### src/rtl/pipeline_hazard_controller.sv
// Pipeline hazard controller: RAW load-use/no-forward stall detection, branch flush,
// and a memory-wait FSM that freezes the pipeline and latches a sticky timeout error.
module pipeline_hazard_controller #(
  parameter int unsigned WAIT_TIMEOUT = 255,
  parameter int unsigned CNT_W        = 16
) (
  input  logic             i_clk,
  input  logic             i_rst,          // asynchronous, active-low
  input  logic             i_fwd_en,
  input  logic             i_id_valid,
  input  logic [3:0]       i_id_src1,
  input  logic [3:0]       i_id_src2,
  input  logic             i_id_two_src,
  input  logic [3:0]       i_exe_dest,
  input  logic             i_exe_wb_en,
  input  logic             i_exe_mem_r_en,
  input  logic [3:0]       i_mem_dest,
  input  logic             i_mem_wb_en,
  input  logic             i_mem_req,
  input  logic             i_sram_ready,
  input  logic             i_branch_taken,
  output logic             o_hazard_stall,
  output logic             o_freeze_all,
  output logic             o_flush,
  output logic             o_mem_timeout,
  output logic [CNT_W-1:0] o_stall_count
);

  localparam int unsigned WCNT_W = (WAIT_TIMEOUT < 2) ? 1 : $clog2(WAIT_TIMEOUT + 1);

  typedef enum logic [1:0] {
    ST_IDLE  = 2'd0,
    ST_WAIT  = 2'd1,
    ST_ERROR = 2'd2
  } state_t;

  state_t             r_state;
  state_t             w_state_nxt;
  logic [WCNT_W-1:0]  r_wait_cnt;
  logic [WCNT_W-1:0]  w_wait_nxt;
  logic [WCNT_W-1:0]  w_wait_inc;
  logic               w_freeze;
  logic               r_mem_timeout;
  logic [CNT_W-1:0]   r_stall_cnt;

  logic w_m1_exe, w_m2_exe, w_m1_mem, w_m2_mem;
  logic w_exe_hit, w_mem_hit, w_raw;
  logic w_freeze_all, w_flush, w_stall;

  // Memory-wait FSM state and wait counter
  always_ff @(posedge i_clk or negedge i_rst) begin
    if (!i_rst) begin
      r_state       <= ST_IDLE;
      r_wait_cnt    <= '0;
      r_mem_timeout <= 1'b0;
    end else begin
      r_state       <= w_state_nxt;
      r_wait_cnt    <= w_wait_nxt;
      r_mem_timeout <= (w_state_nxt == ST_ERROR);
    end
  end

  // Next-state logic; freeze covers the first unready cycle while still in IDLE
  always_comb begin
    w_state_nxt = r_state;
    w_wait_nxt  = r_wait_cnt;
    w_freeze    = 1'b0;
    w_wait_inc  = r_wait_cnt + WCNT_W'(1);
    case (r_state)
      ST_IDLE: begin
        w_wait_nxt = '0;
        if (i_mem_req && !i_sram_ready) begin
          w_state_nxt = ST_WAIT;
          w_freeze    = 1'b1;
        end
      end
      ST_WAIT: begin
        if (i_sram_ready) begin
          w_state_nxt = ST_IDLE;
          w_wait_nxt  = '0;
        end else begin
          w_freeze   = 1'b1;
          w_wait_nxt = w_wait_inc;
          if (w_wait_inc == WCNT_W'(WAIT_TIMEOUT)) begin
            w_state_nxt = ST_ERROR;
          end
        end
      end
      ST_ERROR: begin
        w_freeze = 1'b1;
      end
      default: begin
        w_state_nxt = ST_IDLE;
        w_wait_nxt  = '0;
      end
    endcase
  end

  // Source/destination matching; src2 only counts when it is a real operand
  always_comb begin
    w_m1_exe  = (i_exe_dest == i_id_src1);
    w_m2_exe  = i_id_two_src && (i_exe_dest == i_id_src2);
    w_m1_mem  = (i_mem_dest == i_id_src1);
    w_m2_mem  = i_id_two_src && (i_mem_dest == i_id_src2);
    w_exe_hit = w_m1_exe || w_m2_exe;
    w_mem_hit = w_m1_mem || w_m2_mem;
    if (i_fwd_en) begin
      w_raw = i_id_valid && i_exe_wb_en && i_exe_mem_r_en && w_exe_hit;
    end else begin
      w_raw = i_id_valid && ((i_exe_wb_en && w_exe_hit) || (i_mem_wb_en && w_mem_hit));
    end
  end

  // Priority freeze > flush > stall; all forced low while reset is held
  always_comb begin
    w_freeze_all = i_rst && w_freeze;
    w_flush      = i_rst && i_branch_taken && !w_freeze_all;
    w_stall      = i_rst && w_raw && !w_flush && !w_freeze_all;
  end

  // Saturating stall-cycle counter
  always_ff @(posedge i_clk or negedge i_rst) begin
    if (!i_rst) begin
      r_stall_cnt <= '0;
    end else if (w_stall && (r_stall_cnt != {CNT_W{1'b1}})) begin
      r_stall_cnt <= r_stall_cnt + CNT_W'(1);
    end
  end

  assign o_hazard_stall = w_stall;
  assign o_freeze_all   = w_freeze_all;
  assign o_flush        = w_flush;
  assign o_mem_timeout  = r_mem_timeout;
  assign o_stall_count  = r_stall_cnt;

endmodule

### config.mk
export PLATFORM = sky130hd
export DESIGN_NAME = pipeline_hazard_controller
export DESIGN_NICKNAME = d
export VERILOG_FILES = /design/src/rtl/pipeline_hazard_controller.sv
export SDC_FILE = /design/constraint.sdc
export NUM_CORES = 1
export LEC_CHECK = 0
export ABC_AREA = 0
export CORE_MARGIN = 2
export CORE_UTILIZATION = 50
export DETAILED_ROUTE_END_ITERATION = 10
export PLACE_DENSITY = 0.92
export SETUP_SLACK_MARGIN = 0.5
export SKIP_LAST_GASP = 1
export SLEW_MARGIN = 20
export SYNTH_ARGS = -nofsm -noshare
export SYNTH_HDL_FRONTEND = slang
export SYNTH_SLANG_ARGS = --single-unit
export TNS_END_PERCENT = 20
### constraint.sdc
create_clock -name i_clk -period 2.5 [get_ports i_clk]
set_input_delay 0.375 -clock i_clk [delete_from_list [all_inputs] [get_ports i_clk]]
set_output_delay 0.375 -clock i_clk [all_outputs]
set_load 0.1 [all_outputs]
==> results.py, run 1 <==
metrics = {
    "run_status": {
        "status": "complete, no violations",
    },
    "critical_path": {
        "cpMaxStageDelayCell": "dfrtp_2",
        "critPathLaunch": "r_state[0]$_DFF_PN0_",
        "crit_path_cell_trace": "or2b_4 > and4_4 > o21ai_4 > inv_2 > buf_12",
        "end_kind": "output port",
        "r2r_start": "o_stall_count[0]$_DFFE_PN0P_",
        "path_class": "reg2out",
        "ff2ff_path_depth": 7,
        "cp.required_ns": 2.12,
        "critPathCapture": "o_hazard_stall",
        "max_stage_delay_ns": 0.47,
        "r2r_slack_ns": 0.63,
        "crit_fanout": 8,
        "r2r-end": "o_stall_count[4]$_DFFE_PN0P_",
        "crit_path_start_kind": "flip-flop",
        "cp.arrival_ns": 1.63,
    },
    "timing": {
        "finalCritPeriodShare_pct": 80.23,
        "setup_violations": 0,
        "hold_viol": 0,
        "drv_slew": 0,
        "setup_tns_ns": 0,
        "relSlewSlack_pct": 68.90,
        "rsz0062_at_grt": "yes",
        "max_clock_freq_ghz": 0.4986,
        "skew_ns": 0.01154,
        "worst_slack_ns": 0.4942,
        "fin_crit_ns": 2.006,
        "worst_slew_pin_slew_ns": 0.4665,
    },
    "routing": {
        "drc": 0,
        "wire_per_inst_um": 13.83,
        "drtPass1Iterations": 4,
        "ant_nets": 0,
        "vias": 1475,
        "via_per_inst": 5.325,
        "drt-initial-drc-count": 69,
        "wl_um": 3830,
    },
    "synth": {
        "synth_top_area_share_pct": 42.42,
        "syn_area_um2": 1593,
        "avgSynthCellArea_um2": 9.314,
        "syn_nets": 201,
        "yosysWarnings": 0,
        "synth_cells": 171,
        "synth-main-ff-cell": "dfrtp_1",
        "synth-seq-cells": 27,
        "async_flop_share_pct": 100.0,
        "synth_edf_count": 0,
        "synth_area_leader_cell": "dfrtp_1",
        "yosysSeqAreaShare_pct": 42.42,
        "synth_area_leaders": "dfrtp_1 (42%), xnor2_1 (13%), xor2_1 (4.9%), nand3_1 (4.1%), nand2_1 (4.0%)",
        "yosysUniqueCellTypes": 34,
    },
    "power_and_ir_drop": {
        "cellLeakagePower_nw": 1.035,
        "powerDensity_nw_per_um2": 322.2,
        "peakVddDrop_uv": 183.8,
        "p_total_w": 0.0007466,
    },
    "cells_and_area": {
        "fill_cells": 225,
        "drive_above_1_share_pct": 31.76,
        "layout.nets": 264,
        "post-route-util_pct": 75.90,
        "diodes": 0,
        "syn_to_final_growth_pct": 45.48,
    },
    "die": {
        "start_util_pct": 52.17,
        "die_h_um": 60.44,
        "rows": 20,
        "core_area_um2": 3053,
        "ios": 47,
        "die-area_um2": 3653,
        "die_width_um": 60.44,
    },
    "placement": {
        "pre_cts_slack_ns": 0.1641,
        "place.port_buffers": 46,
        "place.gp.congestion": 0.8610,
        "hpwl_um": 2862,
    },
    "clocking": {
        "cts_root_buf": "clkbuf_4",
        "clock_path_buffers": 2,
        "cts_num_sinks": 27,
        "path_clk_slew_ns": 0.16,
        "cts_buffers": 3,
        "cts_tree": "built",
        "clock_latency_ns": 0.34,
        "cts-hold-fix-buffers": 0,
        "cts.htree.levels": 1,
    },
    "global_route": {
        "overflow": 0,
        "grt_antenna_before_repair": 0,
        "grt_pass1_wl_um": 6272,
        "grt_start_max_net_pins": 22,
        "first_global_vias": 1453,
        "track_usage_pct": 22.67,
    },
    "run": {
        "drv_cap": 0,
    },
    "min_path": {
        "hold_path_class": "in2async",
    },
}
cell usage after synthesis (all sizes together) (4+ instances only):
cell type and number:
nand3 13, nor2 9, and3 4, nand2 17, nor3 8, o21ai 15
dfrtp 27, xor2 9, inv 9, nand4 5, xnor2 24
per-stage QoR:
stage                     area, um^2  std cells  hold WS, ns
after floorplan                 1638        171      0.07941
after global placement          2145        262       0.4657
after detailed placement        2145        262       0.4747
after CTS                       2258        272       0.4142
after global routing            2317        277       0.1183
final                           2317        277       0.1082
worst min path at each step:
stage                                             from  depth (start not counted)                           end  slack (ns)
after CTS                                 i_sram_ready                          2          r_state[1]$_DFF_PN0_        0.41
after floorplan                                  i_rst                          0       o_mem_timeout$_DFF_PN0_        0.08
after global placement    o_stall_count[5]$_DFFE_PN0P_                          1  o_stall_count[5]$_DFFE_PN0P_        0.47
after global routing                             i_rst                          2     r_wait_cnt[0]$_DFFE_PN0P_        0.12
final                                            i_rst                          2     r_wait_cnt[0]$_DFFE_PN0P_        0.11
after detailed placement  o_stall_count[5]$_DFFE_PN0P_                          1  o_stall_count[5]$_DFFE_PN0P_        0.47
where the power goes:
part	leakage [nW]	internal [W]	switching, W	total, W
clock	0.0139	0.0000614	0.000141	0.000203
combinational	0.727	0.0000569	0.0000502	0.000107
sequential	0.294	0.000437	0	0.000437
total	1.03	0.000555	0.000192	0.000747
worst max-delay path: cells and delay by family (launching register included):
kind            cells  cell delay, ns
buf+inv             2            0.23
compound gates      1            0.07
flops               1            0.47
simple gates        2            0.51
sequential cells by signal, summed over array words and instances, names as in the netlist:
name           count
o_mem_timeout      1
o_stall_count     16
r_state            2
r_wait_cnt         8
area by class of cell:
class                           instances  area, um^2  area share, %
Clock buffer                            3       22.52         0.9719
Clock inverter                          1       7.507         0.3240
Inverter                                9       33.78          1.458
Multi-Input combinational cell        133       934.6          40.33
Sequential cell                        27       711.9          30.72
Tap cell                               44       55.05          2.376
Timing Repair Buffer                   60       551.8          23.81
what timing repair did:
| item | 4_1_cts | 5_1_grt |
|---|---|---|
| endpoints found under the hold margin | 0 | 0 |
| buffers inserted | 6 | 5 |
| endpoints found under the setup margin | 3 | 9 |
| pin swaps | 11 | 4 |
| gates resized for setup | 33 | 7 |
placed cells by master (no fill, tap or decap), drive strengths merged, types with 5 or more instances in the layout:
cell type,netlist,layout
buf,2,34
dfrtp,27,27
xnor2,24,24
dlygate4sd2,0,17
nand2,17,17
o21ai,15,15
nand3,13,13
xor2,9,9
nor2,9,9
inv,9,9
nor3,8,8
clkdlybuf4s50,0,6
nand4,5,5
routing by layer:
layer | vias to the layer above | wire length [um] | track usage [%]
li1 | 721 | - | -
met1 | 701 | 1669 | 27.58
met2 | 47 | 1953 | 41.15
met3 | 6 | 157 | 2.985
met4 | 0 | 49 | 8.075
met5 | - | 0 | 0
logic make-up (layout without fill, tap and decap cells):
logic type	Yosys count	after routing	share of synthesized area, %
xor+xnor	33	33	18.15
mux	1	1	0.7069
compound gates	28	28	11.31
simple gates	68	68	21.76
flops	27	27	42.42
buf+inv	11	73	3.299
fa+ha+maj	3	3	2.357
Power figures use the tool's default switching activity.
==> run 2: changes to the inputs <==
CORE_UTILIZATION = 47   (was 50)
PLACE_DENSITY = 0.88   (was 0.92)
clock period = 2.05 ns   (was 2.5 ns; I/O delays follow)
==> run 2 against run 1 <==
Design area up 5.1%. Clock skew up 0.0056 ns. Register-to-register slack worse by 0.42 ns. Wire length up 6.4%. Sequential cell count unchanged. Combinational power up 19%. Die area up 6.0%. Largest cell class unchanged. Largest power group unchanged.
==> results.py, run 2 (synthesized netlist as in run 1, its figures left out) <==
metrics = {
    "cells_and_area": {
        "final_cells": 290,
        "layout.nets": 275,
        "diodes": 0,
        "fill_cells": 231,
        "fin_area_um2": 2436,
        "syn_to_final_growth_pct": 52.95,
        "drive_above_1_share_pct": 35.25,
        "largest_reg_flops": 16,
        "layout_commonest_cell": "buf_4",
        "layout_common_cells": "buf_4 (40), xnor2_1 (24), dlygate4sd2_1 (19)",
    },
    "die": {
        "ios": 47,
        "die_width_um": 62.22,
        "rows": 21,
        "die-area_um2": 3871,
        "start_util_pct": 48.50,
        "core_area_um2": 3284,
        "die_h_um": 62.22,
    },
    "timing": {
        "hold_viol": 0,
        "drv_slew": 0,
        "worst_slew_pin_slew_ns": 0.3627,
        "finalCritPeriodShare_pct": 93.97,
        "fin_crit_ns": 1.926,
        "relSlewSlack_pct": 75.77,
        "rsz0062_at_grt": "yes",
        "max_clock_freq_ghz": 0.5191,
        "setup_violations": 0,
        "setup_tns_ns": 0,
        "holdWs_ns": 0.3234,
        "skew_ns": 0.01716,
    },
    "routing": {
        "drt-initial-drc-count": 94,
        "vias": 1527,
        "drc": 0,
        "ant_nets": 0,
        "wire_per_inst_um": 14.06,
        "via_per_inst": 5.266,
        "drtPass1Iterations": 4,
        "wl_um": 4076,
    },
    "power_and_ir_drop": {
        "power_frac_seq_pct": 59.8,
        "power_frac_clock_pct": 26.0,
        "p_switching_w": 0.0002167,
        "switching_share_pct": 24.33,
        "p_total_w": 0.0008906,
        "peakVddDrop_uv": 195.9,
        "p_int_w": 0.0006740,
        "powerDensity_nw_per_um2": 365.6,
        "cellLeakagePower_nw": 1.086,
        "pwr-share-comb_pct": 14.2,
    },
    "critical_path": {
        "r2r_start": "r_state[0]$_DFF_PN0_",
        "crit_fanout": 3,
        "cp.required_ns": 1.74,
        "critPathLaunch": "r_state[0]$_DFF_PN0_",
        "crit_path_start_kind": "flip-flop",
        "path_class": "reg2out",
        "end_kind": "output port",
        "cp.arrival_ns": 1.62,
    },
    "run": {
        "drv_cap": 0,
    },
    "global_route": {
        "grt_pass1_wl_um": 7010,
        "track_usage_pct": 22.77,
        "grt_antenna_before_repair": 0,
        "grt_start_max_net_pins": 22,
        "overflow": 0,
        "first_global_vias": 1577,
    },
    "placement": {
        "dp_cells": 273,
        "place.port_buffers": 46,
        "dpl-instance-area_um2": 2288,
        "hpwl_um": 2989,
        "place.gp.congestion": 0.8467,
    },
    "clocking": {
        "clock_path_buffers": 2,
        "cts_tree": "built",
        "path_clk_slew_ns": 0.13,
        "cts.htree.levels": 1,
        "cts_root_buf": "clkbuf_4",
        "cts_buffers": 3,
        "cts_num_sinks": 27,
        "clock_latency_ns": 0.33,
        "cts-hold-fix-buffers": 0,
    },
    "run_status": {
        "status": "complete, no violations",
    },
    "min_path": {
        "hold_path_class": "in2async",
    },
}
## run 2: stage by stage
step / setup WS, ns / utilization, %
after floorplan: 0.1622 / -
after global placement: -0.07214 / 69.68
after detailed placement: -0.1050 / 69.68
after CTS: 0.1422 / 73.68
after global routing: 0.07020 / 74.17
final: 0.1235 / 74.17
## run 2: per-layer routing
layer,routed length [um],global-route usage [%],vias to the layer above
met4,76,9.444,0
li1,-,-,741
met1,1599,24.85,723
met5,0,0,-
met3,185,3.623,6
met2,2216,43.48,57
## run 2: final cells by class
cell class / count / area, um^2 / area share (%)
well taps: 46 / 57.56 / 2.363
clock buffers: 3 / 22.52 / 0.9245
flip-flops and latches: 27 / 729.5 / 29.94
repair buffers: 71 / 619.3 / 25.42
clock inverters: 1 / 5.005 / 0.2054
inverters: 9 / 37.54 / 1.541
multi-input cells: 133 / 964.7 / 39.60
## run 2: path summary, 6_finish.rpt
path / cells past startpoint / endpoint / slack [ns]
worst max-delay path: 5 / o_hazard_stall / 0.12
max in group asynchronous: 2 / o_stall_count[15]$_DFFE_PN0P_ / 1.42
min in group i_clk: 3 / r_state[1]$_DFF_PN0_ / 0.48
worst max register to register: 8 / o_stall_count[12]$_DFFE_PN0P_ / 0.21
worst min register to register: 1 / o_stall_count[5]$_DFFE_PN0P_ / 0.53
worst min-delay path: 2 / o_stall_count[12]$_DFFE_PN0P_ / 0.32
## run 2: repair_timing
| action | CTS | global route |
|---|---|---|
| buffers inserted | 12 | 1 |
| gates resized for setup | 30 | 2 |
| setup endpoints to repair | 22 | 24 |
| pin swaps | 5 | 1 |
## run 2: worst max-delay path, cell delays in order (launching register included)
cell and delay [ns]:
dfrtp_2 0.46, or2b_1 0.28, and4_4 0.18, o21ai_4 0.07
clkinvlp_4 0.14, buf_12 0.18
## run 2: power by group through the flow
stage               logic [W]  clock network [W]  registers [W]
floorplan           0.0000483                  0       0.000543
global placement     0.000135                  0       0.000543
detailed placement   0.000138                  0       0.000543
CTS                  0.000128           0.000238       0.000532
global route         0.000138           0.000264       0.000533
finish               0.000127           0.000232       0.000532
==> patch: new RTL, flow settings as in run 2 <==
Re-encode `state_t` (3 states) as one-hot, 3 bits wide.
--- a/src/rtl/pipeline_hazard_controller.sv
+++ b/src/rtl/pipeline_hazard_controller.sv
@@ -28,10 +28,10 @@
 
   localparam int unsigned WCNT_W = (WAIT_TIMEOUT < 2) ? 1 : $clog2(WAIT_TIMEOUT + 1);
 
-  typedef enum logic [1:0] {
-    ST_IDLE  = 2'd0,
-    ST_WAIT  = 2'd1,
-    ST_ERROR = 2'd2
+  typedef enum logic [2:0] {
+    ST_IDLE  = 3'b001,
+    ST_WAIT  = 3'b010,
+    ST_ERROR = 3'b100
   } state_t;
 
   state_t             r_state;
Function: no difference found for any inputs over 10 cycles, from zero or initial values and one cycle with i_rst low; not proved beyond that.
==> patch against run 2 <==
The flow now finishes with violations (negative setup slack); sequential cell count up 1; hold slack better by 0.057 ns; synthesized area up 4.5%; setup slack worse by 0.22 ns; routed wire length up 9.4%; sequential share of layout area down 0.60 points; cell area up 1.7%; first-iteration DRC count down 19%.
Power is not compared: it rests on default switching activity, and its combinational part moved more than twofold at a synthesized area within 25%.
==> patch: results (changes against run 2) <==
\begin{tabular}{lr}
\hline
Metric & Value \\
\hline
\multicolumn{2}{l}{\textbf{Layout}} \\
Number of inserted filler cells in the final layout & 238 (+3.0\%) \\
Non-filler instance count after layout & 282 (-2.8\%) \\
Fraction of layout instances using a drive strength above 1 & 35.17\% (-0.076 points) \\
Number of flip-flops under the largest register name & 16 (unchanged) \\
\multicolumn{2}{l}{\textbf{Synthesis}} \\
Synth top area cells & sky130\_fd\_sc\_hd\_\_dfrtp\_1 41\%, sky130\_fd\_sc\_hd\_\_xor2\_1 13\%, sky130\_fd\_sc\_hd\_\_xnor2\_1 6.3\% \\
Synth top area share & 40.60\% (-1.8 points) \\
Synth Area per Inst & 9.847 µm² (+5.7\%) \\
Share of synthesized area occupied by flip-flops and latches & 42.18\% (-0.24 points) \\
Top cell types by occurrence after synthesis & 27 x sky130\_fd\_sc\_hd\_\_dfrtp\_1, 24 x sky130\_fd\_sc\_hd\_\_xor2\_1, 19 x sky130\_fd\_sc\_hd\_\_nand2\_1 \\
Net count after synthesis & 199 (-1.0\%) \\
\multicolumn{2}{l}{\textbf{Critical path}} \\
Maximum fanout along the worst path & 4 (+1) \\
\multicolumn{2}{l}{\textbf{Timing}} \\
Worst Max-Slew Pin Slew & 0.7540 ns (+0.3913 ns) \\
Post-layout worst setup margin & -0.09545 ns (-0.2190 ns) \\
Final-report setup violation count & 3 (+3) \\
\multicolumn{2}{l}{\textbf{Run status}} \\
Violations in the final reports & negative setup slack \\
Outcome & finished, violations left \\
\multicolumn{2}{l}{\textbf{Global routing}} \\
Vias in the first global route & 1575 (-0.13\%) \\
Global-route wire length before repair & 6.996 mm (-0.20\%) \\
Pin count of the biggest net entering global routing & 29 (+32\%) \\
Overall Global Routing Usage & 21.59\% (-1.2 points) \\
\multicolumn{2}{l}{\textbf{Route}} \\
DRC marker count from the first detailed-route iteration & 76 (-19\%) \\
Wire length after detailed routing & 4.459 mm (+9.4\%) \\
Count of vias placed by the detailed router & 1541 (+0.92\%) \\
\multicolumn{2}{l}{\textbf{Worst hold path}} \\
Min-Delay Path Class & primary input to flop \\
\multicolumn{2}{l}{\textbf{Placed design}} \\
Estimated wirelength of the detail-placed design & 2.954 mm (-1.2\%) \\
Final Wtd Congestion & 0.8811 (+4.1\%) \\
Worst slack after detailed placement & -0.2886 ns (-0.1836 ns) \\
Placed Area & 0.002316 mm² (+1.2\%) \\
Placed insts & 271 (-0.73\%) \\
\hline
\end{tabular}
## patch: cell types whose count changed in the layout (fill, tap and decap cells not counted), sizes merged, moves of 3 or more
cell,before,now
xnor2,24,12
inv,8,5
xor2,9,24
buf,45,39
clkdlybuf4s50,7,10
dlygate4sd2,19,13
## patch: critical path, cell delays in order, from the launching register on
cell,delay [ns]
sky130_fd_sc_hd__dfrtp_1,0.45
sky130_fd_sc_hd__or4b_4,0.50
sky130_fd_sc_hd__o311a_4,0.15
sky130_fd_sc_hd__and2b_2,0.24
sky130_fd_sc_hd__buf_12,0.17
## patch: logic make-up (layout without fill, tap and decap cells)
family          after synthesis  in the layout  synth area share [%]
xor+xnor                     36             36                 18.95
buf+inv                       8             74                 2.031
fa+ha+maj                     3              3                 2.256
simple gates                 73             73                 24.44
compound gates               20             21                 9.249
flops                        28             28                 42.18
mux                           1              1                0.9020
## patch: area by class of cell
cell class                      instances  area [µm²]  area share, %
Clock buffer                            4       36.28          1.465
Timing Repair Buffer                   65       593.1          23.94
Multi-Input combinational cell        134        1045          42.17
Sequential cell                        28       726.9          29.34
Tap cell                               46       57.56          2.323
Inverter                                5       18.77         0.7576
## patch: where the power goes
part           switching (W)  internal [W]  leakage [nW]  total (W)
Combinational       0.000182      0.000129         0.772   0.000311
Sequential         0.0000272      0.000574         0.359   0.000601
Clock               0.000162      0.000109        0.0210   0.000271
Total               0.000371      0.000812          1.15    0.00118
## patch: stage by stage
step / hold WS, ns / setup TNS, ns
floorplan: 0.01191 / 0
global placement: 0.4649 / -1.813
detailed placement: 0.4706 / -3.076
CTS: 0.3585 / -0.2445
global route: 0.3665 / -0.4248
finish: 0.3807 / -0.1786
## patch: worst paths after layout
check                                    end  slack, ns  cells after the start              start
setup / recovery                o_freeze_all       -0.1                      4         r_state[2]
hold / removal                    r_state[1]       0.38                      3       i_sram_ready
setup reg to reg            o_stall_count[8]       0.03                      8         r_state[2]
hold reg to reg            o_stall_count[13]       0.50                      1  o_stall_count[13]
max in group asynchronous         r_state[0]       1.19                      3              i_rst
min in group asynchronous  o_stall_count[14]       0.56                      3              i_rst
## patch: what timing repair did
action,CTS,global route
gates cloned,0,1
setup buffers,4,2
endpoints found under the setup margin,24,29
pin swaps,11,6
gates resized for setup,23,8
## patch: layer usage
metal  vias up  global-route usage (%)  part of all wire, %
met1       744                   26.48                   40
li1        731                       -                    -
met5         -                       0                    0
met2        58                   38.29                   53
met3         8                   5.179                  5.0
met4         0                   4.620                  1.5
